$ cat src/rtl/mips_cpu_muldiv_if.sv
`default_nettype none
// +-----------------------------------------------------------------------------+
// | mips_cpu_muldiv_if : request/result bundle between control/regfile and     |
// |                      the HI/LO multiply-divide unit.                       |
// | Revision 1.0                                                               |
// +-----------------------------------------------------------------------------+
interface mips_cpu_muldiv_if #(
  parameter int WIDTH = 32
);
  logic             start;
  logic [5:0]       funct;
  logic [WIDTH-1:0] opa;
  logic [WIDTH-1:0] opb;
  logic             busy;
  logic             done;
  logic [WIDTH-1:0] hi;
  logic [WIDTH-1:0] lo;

  modport master (
    output start, funct, opa, opb,
    input  busy, done, hi, lo
  );

  modport slave (
    input  start, funct, opa, opb,
    output busy, done, hi, lo
  );
endinterface
`default_nettype wire

$ cat src/rtl/mips_cpu_muldiv.sv
`default_nettype none
// +-----------------------------------------------------------------------------+
// | mips_cpu_muldiv : iterative MULT/MULTU/DIV/DIVU unit owning HI/LO, plus    |
// |                   MTHI/MTLO. Optional MULDIV_FAST_MULT_EN: 1-cycle multiply.|
// | Revision 1.0                                                               |
// +-----------------------------------------------------------------------------+
module mips_cpu_muldiv #(
  parameter int WIDTH = 32
) (
  input wire clk,
  input wire rst,
  mips_cpu_muldiv_if.slave bus
);

  typedef enum logic [1:0] {
    S_IDLE = 2'd0,
    S_RUN  = 2'd1,
    S_FIX  = 2'd2
  } state_e;

  localparam logic [5:0] F_MULT  = 6'b011000;
  localparam logic [5:0] F_MULTU = 6'b011001;
  localparam logic [5:0] F_DIV   = 6'b011010;
  localparam logic [5:0] F_DIVU  = 6'b011011;
  localparam logic [5:0] F_MTHI  = 6'b010001;
  localparam logic [5:0] F_MTLO  = 6'b010011;

  localparam int            CW       = $clog2(WIDTH);
  localparam logic [CW-1:0] CNT_LAST = CW'(WIDTH - 1);

  state_e             state_q, state_d;
  logic [CW-1:0]      cnt_q, cnt_d;
  logic               busy_q, busy_d;
  logic               done_q, done_d;
  logic [WIDTH-1:0]   hi_q, hi_d;
  logic [WIDTH-1:0]   lo_q, lo_d;
  logic               is_div_q, is_div_d;
  logic               neg_q, neg_d;
  logic               rneg_q, rneg_d;
  logic [WIDTH-1:0]   a_q, a_d;
  logic [WIDTH-1:0]   b_q, b_d;
  logic [WIDTH-1:0]   rem_q, rem_d;
  logic [2*WIDTH-1:0] acc_q, acc_d;

  logic               op_mul, op_div, op_sgn, b_zero;
  logic               opa_neg, opb_neg;
  logic [WIDTH-1:0]   opa_mag, opb_mag;
  logic [WIDTH:0]     mul_sum, rem_sh, rem_sub;
  logic [2*WIDTH-1:0] prod_fix;
  logic [WIDTH-1:0]   quo_fix, rem_fix;

  always_comb begin
    op_mul = (bus.funct == F_MULT) || (bus.funct == F_MULTU);
    op_div = (bus.funct == F_DIV)  || (bus.funct == F_DIVU);
    op_sgn = (bus.funct == F_MULT) || (bus.funct == F_DIV);
    b_zero = (bus.opb == '0);
    // A zero divisor runs unsigned on the raw dividend so HI comes back as opa.
    opa_neg = op_sgn && bus.opa[WIDTH-1] && !(op_div && b_zero);
    opb_neg = op_sgn && bus.opb[WIDTH-1] && !(op_div && b_zero);
    opa_mag = opa_neg ? (~bus.opa + 1'b1) : bus.opa;
    opb_mag = opb_neg ? (~bus.opb + 1'b1) : bus.opb;
  end

  always_comb begin
    mul_sum  = {1'b0, acc_q[2*WIDTH-1:WIDTH]} + (acc_q[0] ? {1'b0, a_q} : {(WIDTH+1){1'b0}});
    rem_sh   = {rem_q, a_q[WIDTH-1]};
    rem_sub  = rem_sh - {1'b0, b_q};
    prod_fix = neg_q  ? (~acc_q + 1'b1) : acc_q;
    quo_fix  = neg_q  ? (~a_q + 1'b1)   : a_q;
    rem_fix  = rneg_q ? (~rem_q + 1'b1) : rem_q;
  end

  always_comb begin
    state_d  = state_q;
    cnt_d    = cnt_q;
    busy_d   = busy_q;
    done_d   = 1'b0;
    hi_d     = hi_q;
    lo_d     = lo_q;
    is_div_d = is_div_q;
    neg_d    = neg_q;
    rneg_d   = rneg_q;
    a_d      = a_q;
    b_d      = b_q;
    rem_d    = rem_q;
    acc_d    = acc_q;

    case (state_q)
      S_IDLE: begin
        if (bus.start) begin
          if (op_mul || op_div) begin
            a_d      = opa_mag;
            b_d      = opb_mag;
            is_div_d = op_div;
            neg_d    = opa_neg ^ opb_neg;
            rneg_d   = opa_neg;
            rem_d    = '0;
            acc_d    = {{WIDTH{1'b0}}, opb_mag};
            cnt_d    = '0;
            busy_d   = 1'b1;
            state_d  = S_RUN;
`ifdef MULDIV_FAST_MULT_EN
            if (op_mul) begin
              acc_d   = {{WIDTH{1'b0}}, opa_mag} * {{WIDTH{1'b0}}, opb_mag};
              state_d = S_FIX;
            end
`else
`endif
          end else if (bus.funct == F_MTHI) begin
            hi_d = bus.opa;
          end else if (bus.funct == F_MTLO) begin
            lo_d = bus.opa;
          end
        end
      end

      S_RUN: begin
        cnt_d = cnt_q + 1'b1;
        if (is_div_q) begin
          // Restoring step: quotient bits shift into a_q as dividend bits leave.
          if (!rem_sub[WIDTH]) begin
            rem_d = rem_sub[WIDTH-1:0];
            a_d   = {a_q[WIDTH-2:0], 1'b1};
          end else begin
            rem_d = rem_sh[WIDTH-1:0];
            a_d   = {a_q[WIDTH-2:0], 1'b0};
          end
        end else begin
          acc_d = {mul_sum, acc_q[WIDTH-1:1]};
        end
        if (cnt_q == CNT_LAST) begin
          state_d = S_FIX;
        end
      end

      S_FIX: begin
        if (is_div_q) begin
          lo_d = quo_fix;
          hi_d = rem_fix;
        end else begin
          hi_d = prod_fix[2*WIDTH-1:WIDTH];
          lo_d = prod_fix[WIDTH-1:0];
        end
        done_d  = 1'b1;
        busy_d  = 1'b0;
        state_d = S_IDLE;
      end

      default: begin
        state_d = S_IDLE;
        busy_d  = 1'b0;
      end
    endcase
  end

  always_ff @(posedge clk) begin
    if (rst) begin
      state_q  <= S_IDLE;
      cnt_q    <= '0;
      busy_q   <= 1'b0;
      done_q   <= 1'b0;
      hi_q     <= '0;
      lo_q     <= '0;
      is_div_q <= 1'b0;
      neg_q    <= 1'b0;
      rneg_q   <= 1'b0;
      a_q      <= '0;
      b_q      <= '0;
      rem_q    <= '0;
      acc_q    <= '0;
    end else begin
      state_q  <= state_d;
      cnt_q    <= cnt_d;
      busy_q   <= busy_d;
      done_q   <= done_d;
      hi_q     <= hi_d;
      lo_q     <= lo_d;
      is_div_q <= is_div_d;
      neg_q    <= neg_d;
      rneg_q   <= rneg_d;
      a_q      <= a_d;
      b_q      <= b_d;
      rem_q    <= rem_d;
      acc_q    <= acc_d;
    end
  end

  assign bus.busy = busy_q;
  assign bus.done = done_q;
  assign bus.hi   = hi_q;
  assign bus.lo   = lo_q;

endmodule
`default_nettype wire

$ cat src/flat_wrapper.sv
// flat-port wrapper written by rule: the top's interface ports become plain ports
module mips_cpu_muldiv_flat 
#(
  parameter int WIDTH = 32
)
  (clk, rst, bus_start, bus_funct, bus_opa, bus_opb, bus_busy, bus_done, bus_hi, bus_lo);
  mips_cpu_muldiv_if #(.WIDTH(WIDTH)) bus_i ();
  input wire clk;
  input wire rst;
  input wire logic [$bits(bus_i.start)-1:0] bus_start;
  input wire logic [$bits(bus_i.funct)-1:0] bus_funct;
  input wire logic [$bits(bus_i.opa)-1:0] bus_opa;
  input wire logic [$bits(bus_i.opb)-1:0] bus_opb;
  output wire logic [$bits(bus_i.busy)-1:0] bus_busy;
  output wire logic [$bits(bus_i.done)-1:0] bus_done;
  output wire logic [$bits(bus_i.hi)-1:0] bus_hi;
  output wire logic [$bits(bus_i.lo)-1:0] bus_lo;
  assign bus_i.start = bus_start;
  assign bus_i.funct = bus_funct;
  assign bus_i.opa = bus_opa;
  assign bus_i.opb = bus_opb;
  assign bus_busy = bus_i.busy;
  assign bus_done = bus_i.done;
  assign bus_hi = bus_i.hi;
  assign bus_lo = bus_i.lo;
  mips_cpu_muldiv #(.WIDTH(WIDTH)) u_core (.clk(clk), .rst(rst), .bus(bus_i));
endmodule
$ cat config.mk
export PLATFORM = sky130hd
export DESIGN_NAME = mips_cpu_muldiv_flat
export DESIGN_NICKNAME = d
export VERILOG_FILES = /design/src/rtl/mips_cpu_muldiv_if.sv /design/src/rtl/mips_cpu_muldiv.sv /design/src/flat_wrapper.sv
export SDC_FILE = /design/constraint.sdc
export NUM_CORES = 1
export LEC_CHECK = 0
export CAP_MARGIN = 40
export CORE_MARGIN = 2
export CORE_UTILIZATION = 40
export CTS_CLUSTER_DIAMETER = 200
export CTS_CLUSTER_SIZE = 25
export DETAILED_ROUTE_END_ITERATION = 8
export MAX_ROUTING_LAYER = met4
export PLACE_DENSITY_LB_ADDON = 0.05
export SYNTH_ARGS = -nofsm -noshare
export SYNTH_HDL_FRONTEND = slang
export SYNTH_SLANG_ARGS = --single-unit
$ cat constraint.sdc
create_clock -name clk -period 5.4 [get_ports clk]
set_input_delay 1.08 -clock clk [delete_from_list [all_inputs] [get_ports clk]]
set_output_delay 1.08 -clock clk [all_outputs]
set_load 0.01 [all_outputs]
==> impl_results.md <==
* Synth Cell Area at 17600 um^2
* Critical-path cell list: ha_1 > a21o_1 > a211o_1 > o211ai_1 > o21ai_1 > a2111oi_1 > o211ai_1 > o311ai_4 > buf_4 > nand2_1 > a221oi_1
* Vias at 17.94k
* Outcome: completed
* Area growth from synthesis to layout at 12.64%
* Clock tree buffer depth at 3
* Data required, critical path at 5.85 ns
* Slowest stage cell, crit path: a2111oi_1
* CP max FO at 37
* GPL Wtd Cong at 0.9449
* Async set-reset flop share out of synthesis at 0%
* Vias/cell at 6.029
* Commonest non-fill, non-tap cell in the layout: nor2_1
* Hold Crit Class: reg -> reg
* Worst setup EP type: flip-flop
* Highest-count cells in the layout ignoring fill and taps: nor2_1, dfxtp_1, a21oi_1
* Final worst slack at 1.242 ns
* CP arrival at 4.61 ns
* Setup CP Type: reg -> reg
* CTS tree: yes
* Drt drc at 0
* Input/output buffers at 138
* Die height at 213.7 um
* Crit path top cell by count: o211ai_1
* Synth warnings at 0
* Hold Slack at 0.4558 ns
* Cells after Synth at 2361
* Layout Skew at 0.02701 ns
* Clock-pin slew on the worst setup and hold paths at 0.11 ns
* Antenna Diode Count at 0
* Largest net degree at the start of global routing at 78
* Core area at 43270 um^2
* Number of synthesized flops with an enable pin at 0
* Setup bufs post-CTS at 0
* Final ANT Viol Nets at 0
* # hold bufs at CTS at 0
* GRT overflow at 0
* Main flop type after synthesis: dfxtp_1
* Post-synthesis sequential area ratio at 26.85%
* Final setup viols at 0
* Leak Pwr at 7.489 nW
* CTS sink count at 236
* Post-route minimum period at 4.158 ns
* Tightest Pin Transition at 0.8716 ns
* PostCTS Resize Cnt at 0
* PwrDens at 191.1 nW/um^2
* Syn nets at 2507
* Global-route wire length before repair at 105200 um
* Maximum VDD drop at 0.0001474 V
* Final core occ at 45.81%
* Initial Utilization at 40.67%
* Setup TNS at 0 ns
* Max frequency at 0.2405 GHz
* Max Cap Viol at 0
* Total die area at 45680 um^2
* Clk root buf: clkbuf_16
* #FFs+latches synth at 236
* R2R Path Start: u_core.rem_q[4]
* Wire per inst at 23.76 um
* Dpl ws at 1.046 ns
* DRT iter0 DRCs at 1760
* Synth cell types at 80
* # H-tree levels at 1
* Overall Power at 3.788 mW
* Clk_lat worst skew at 0.53 ns
* Share of cells above drive strength 1 at 4.351%
* Initial DRT Pass Iterations at 5
* Syn avg cell area at 7.453 um^2
* Die span in x at 213.7 um
* CP startpoint: u_core.rem_q[4]
* Final hold vios at 0
* Final #Nets at 2535
* Relative slew margins at 40.39%
* Startpoint types: flip-flop
* Global-route usage over all layers at 31.35%
* RSZ-0062 raised after global routing: no
* CTS buffer count at 13
* Period utilisation layout at 77.01%
* Hold path startpoint: u_core.bus.lo[26]
* Slew Viols, Final at 0
* Row count at 76
* Hpwl dp at 53540 um
* Vias in the first global route at 16.63k
* Critical Path Max Stage Delay at 0.75 ns
* Routed wire length at 70680 um
* Antenna violations before repair at 0
* I/O Pins at 139
==> path summary, 6_finish.rpt <==
path	to	slack (ns)	cells past startpoint
setup reg to reg	u_core.a_q[0]	1.24	11
hold / removal	u_core.bus.lo[26]	0.46	2
setup / recovery	u_core.a_q[0]	1.24	11
hold reg to reg	u_core.bus.lo[26]	0.46	2
==> routing by layer <==
metal	track usage [%]	vias up	part of all wire [%]	wire, um
li1	-	8587	-	-
met1	42.67	8614	45	31660
met2	47.77	632	44	31360
met3	2.856	104	6.0	4259
met5	-	-	0	0
met4	12.86	0	4.8	3393
==> power by group <==
group	switching, mW	internal, mW
Clock	0.677	0.453
Sequential	0.0447	1.77
Combinational	0.522	0.323
Total	1.24	2.54
==> through the flow <==
step	std cells	area, um^2
6_report	2975	19820
5_1_grt	2975	19820
4_1_cts	2975	19820
3_5_place_dp	2959	19460
3_3_place_gp	2954	19390
2_1_floorplan	2361	17600
==> cells in the mapped netlist, types with 12 or more instances <==
cell | instances | area [um^2]
a31oi_1 | 33 | 206.5
a22oi_1 | 15 | 112.6
nor4_1 | 16 | 100.1
nand2_1 | 201 | 754.5
dfxtp_1 | 236 | 4725
nor3_1 | 63 | 315.3
nand4_1 | 12 | 75.07
ha_1 | 71 | 888.4
mux2i_1 | 36 | 360.4
o41ai_1 | 21 | 183.9
o31ai_1 | 43 | 322.8
nand2b_1 | 24 | 150.1
xnor2_1 | 114 | 998.5
a211oi_1 | 97 | 728.2
buf_1 | 12 | 45.04
a21o_1 | 30 | 225.2
clkbuf_1 | 138 | 518.0
nor2_1 | 279 | 1047
a21oi_1 | 219 | 1096
o21ai_0 | 160 | 800.8
o21a_1 | 13 | 97.59
xor2_1 | 98 | 858.3
o22ai_1 | 15 | 93.84
or4_1 | 20 | 150.1
o211ai_1 | 40 | 300.3
nand3_1 | 36 | 180.2
inv_1 | 71 | 266.5
or3_1 | 27 | 168.9
and2_1 | 34 | 212.7
nor2b_1 | 14 | 87.58
and3_1 | 14 | 87.58
==> state kept, by name (all words and copies together) (netlist names) <==
signal           flops
u_core.cnt_q         5
u_core.bus.busy      1
u_core.acc_q        64
u_core.is_div_q      1
u_core.b_q          32
u_core.rneg_q        1
u_core.rem_q        32
u_core.bus.hi       32
u_core.bus.done      1
u_core.a_q          32
u_core.neg_q         1
u_core.state_q       2
u_core.bus.lo       32
==> logic make-up (layout without fill, tap and decap cells) <==
logic type	after synthesis	after routing	share of synthesized area, %
compound gates	770	770	27.86
xor+xnor	212	212	10.55
fa+ha+maj	73	73	5.276
buf+inv	232	261	5.106
flops	236	236	26.85
mux	39	39	2.432
simple gates	799	799	21.92
==> critical path: cells and delay by family (launching register included) <==
kind,cells,cell delay [ns]
DFF,1,0.51
and+or+nand+nor,1,0.23
AOI/OAI and AO/OA,8,2.40
buffers and inverters,1,0.55
adders and majority gates,1,0.35
==> cell type report <==
class	count	area, um^2
Timing Repair Buffer	174	1683
Multi-Input combinational cell	1893	12050
Fill cell	4428	23450
Sequential cell	236	4730
Clock buffer	14	329.1
Inverter	71	266.5
Tap cell	585	732.0
Clock inverter	2	25.02
No activity file was read; power rests on OpenSTA's default activity.
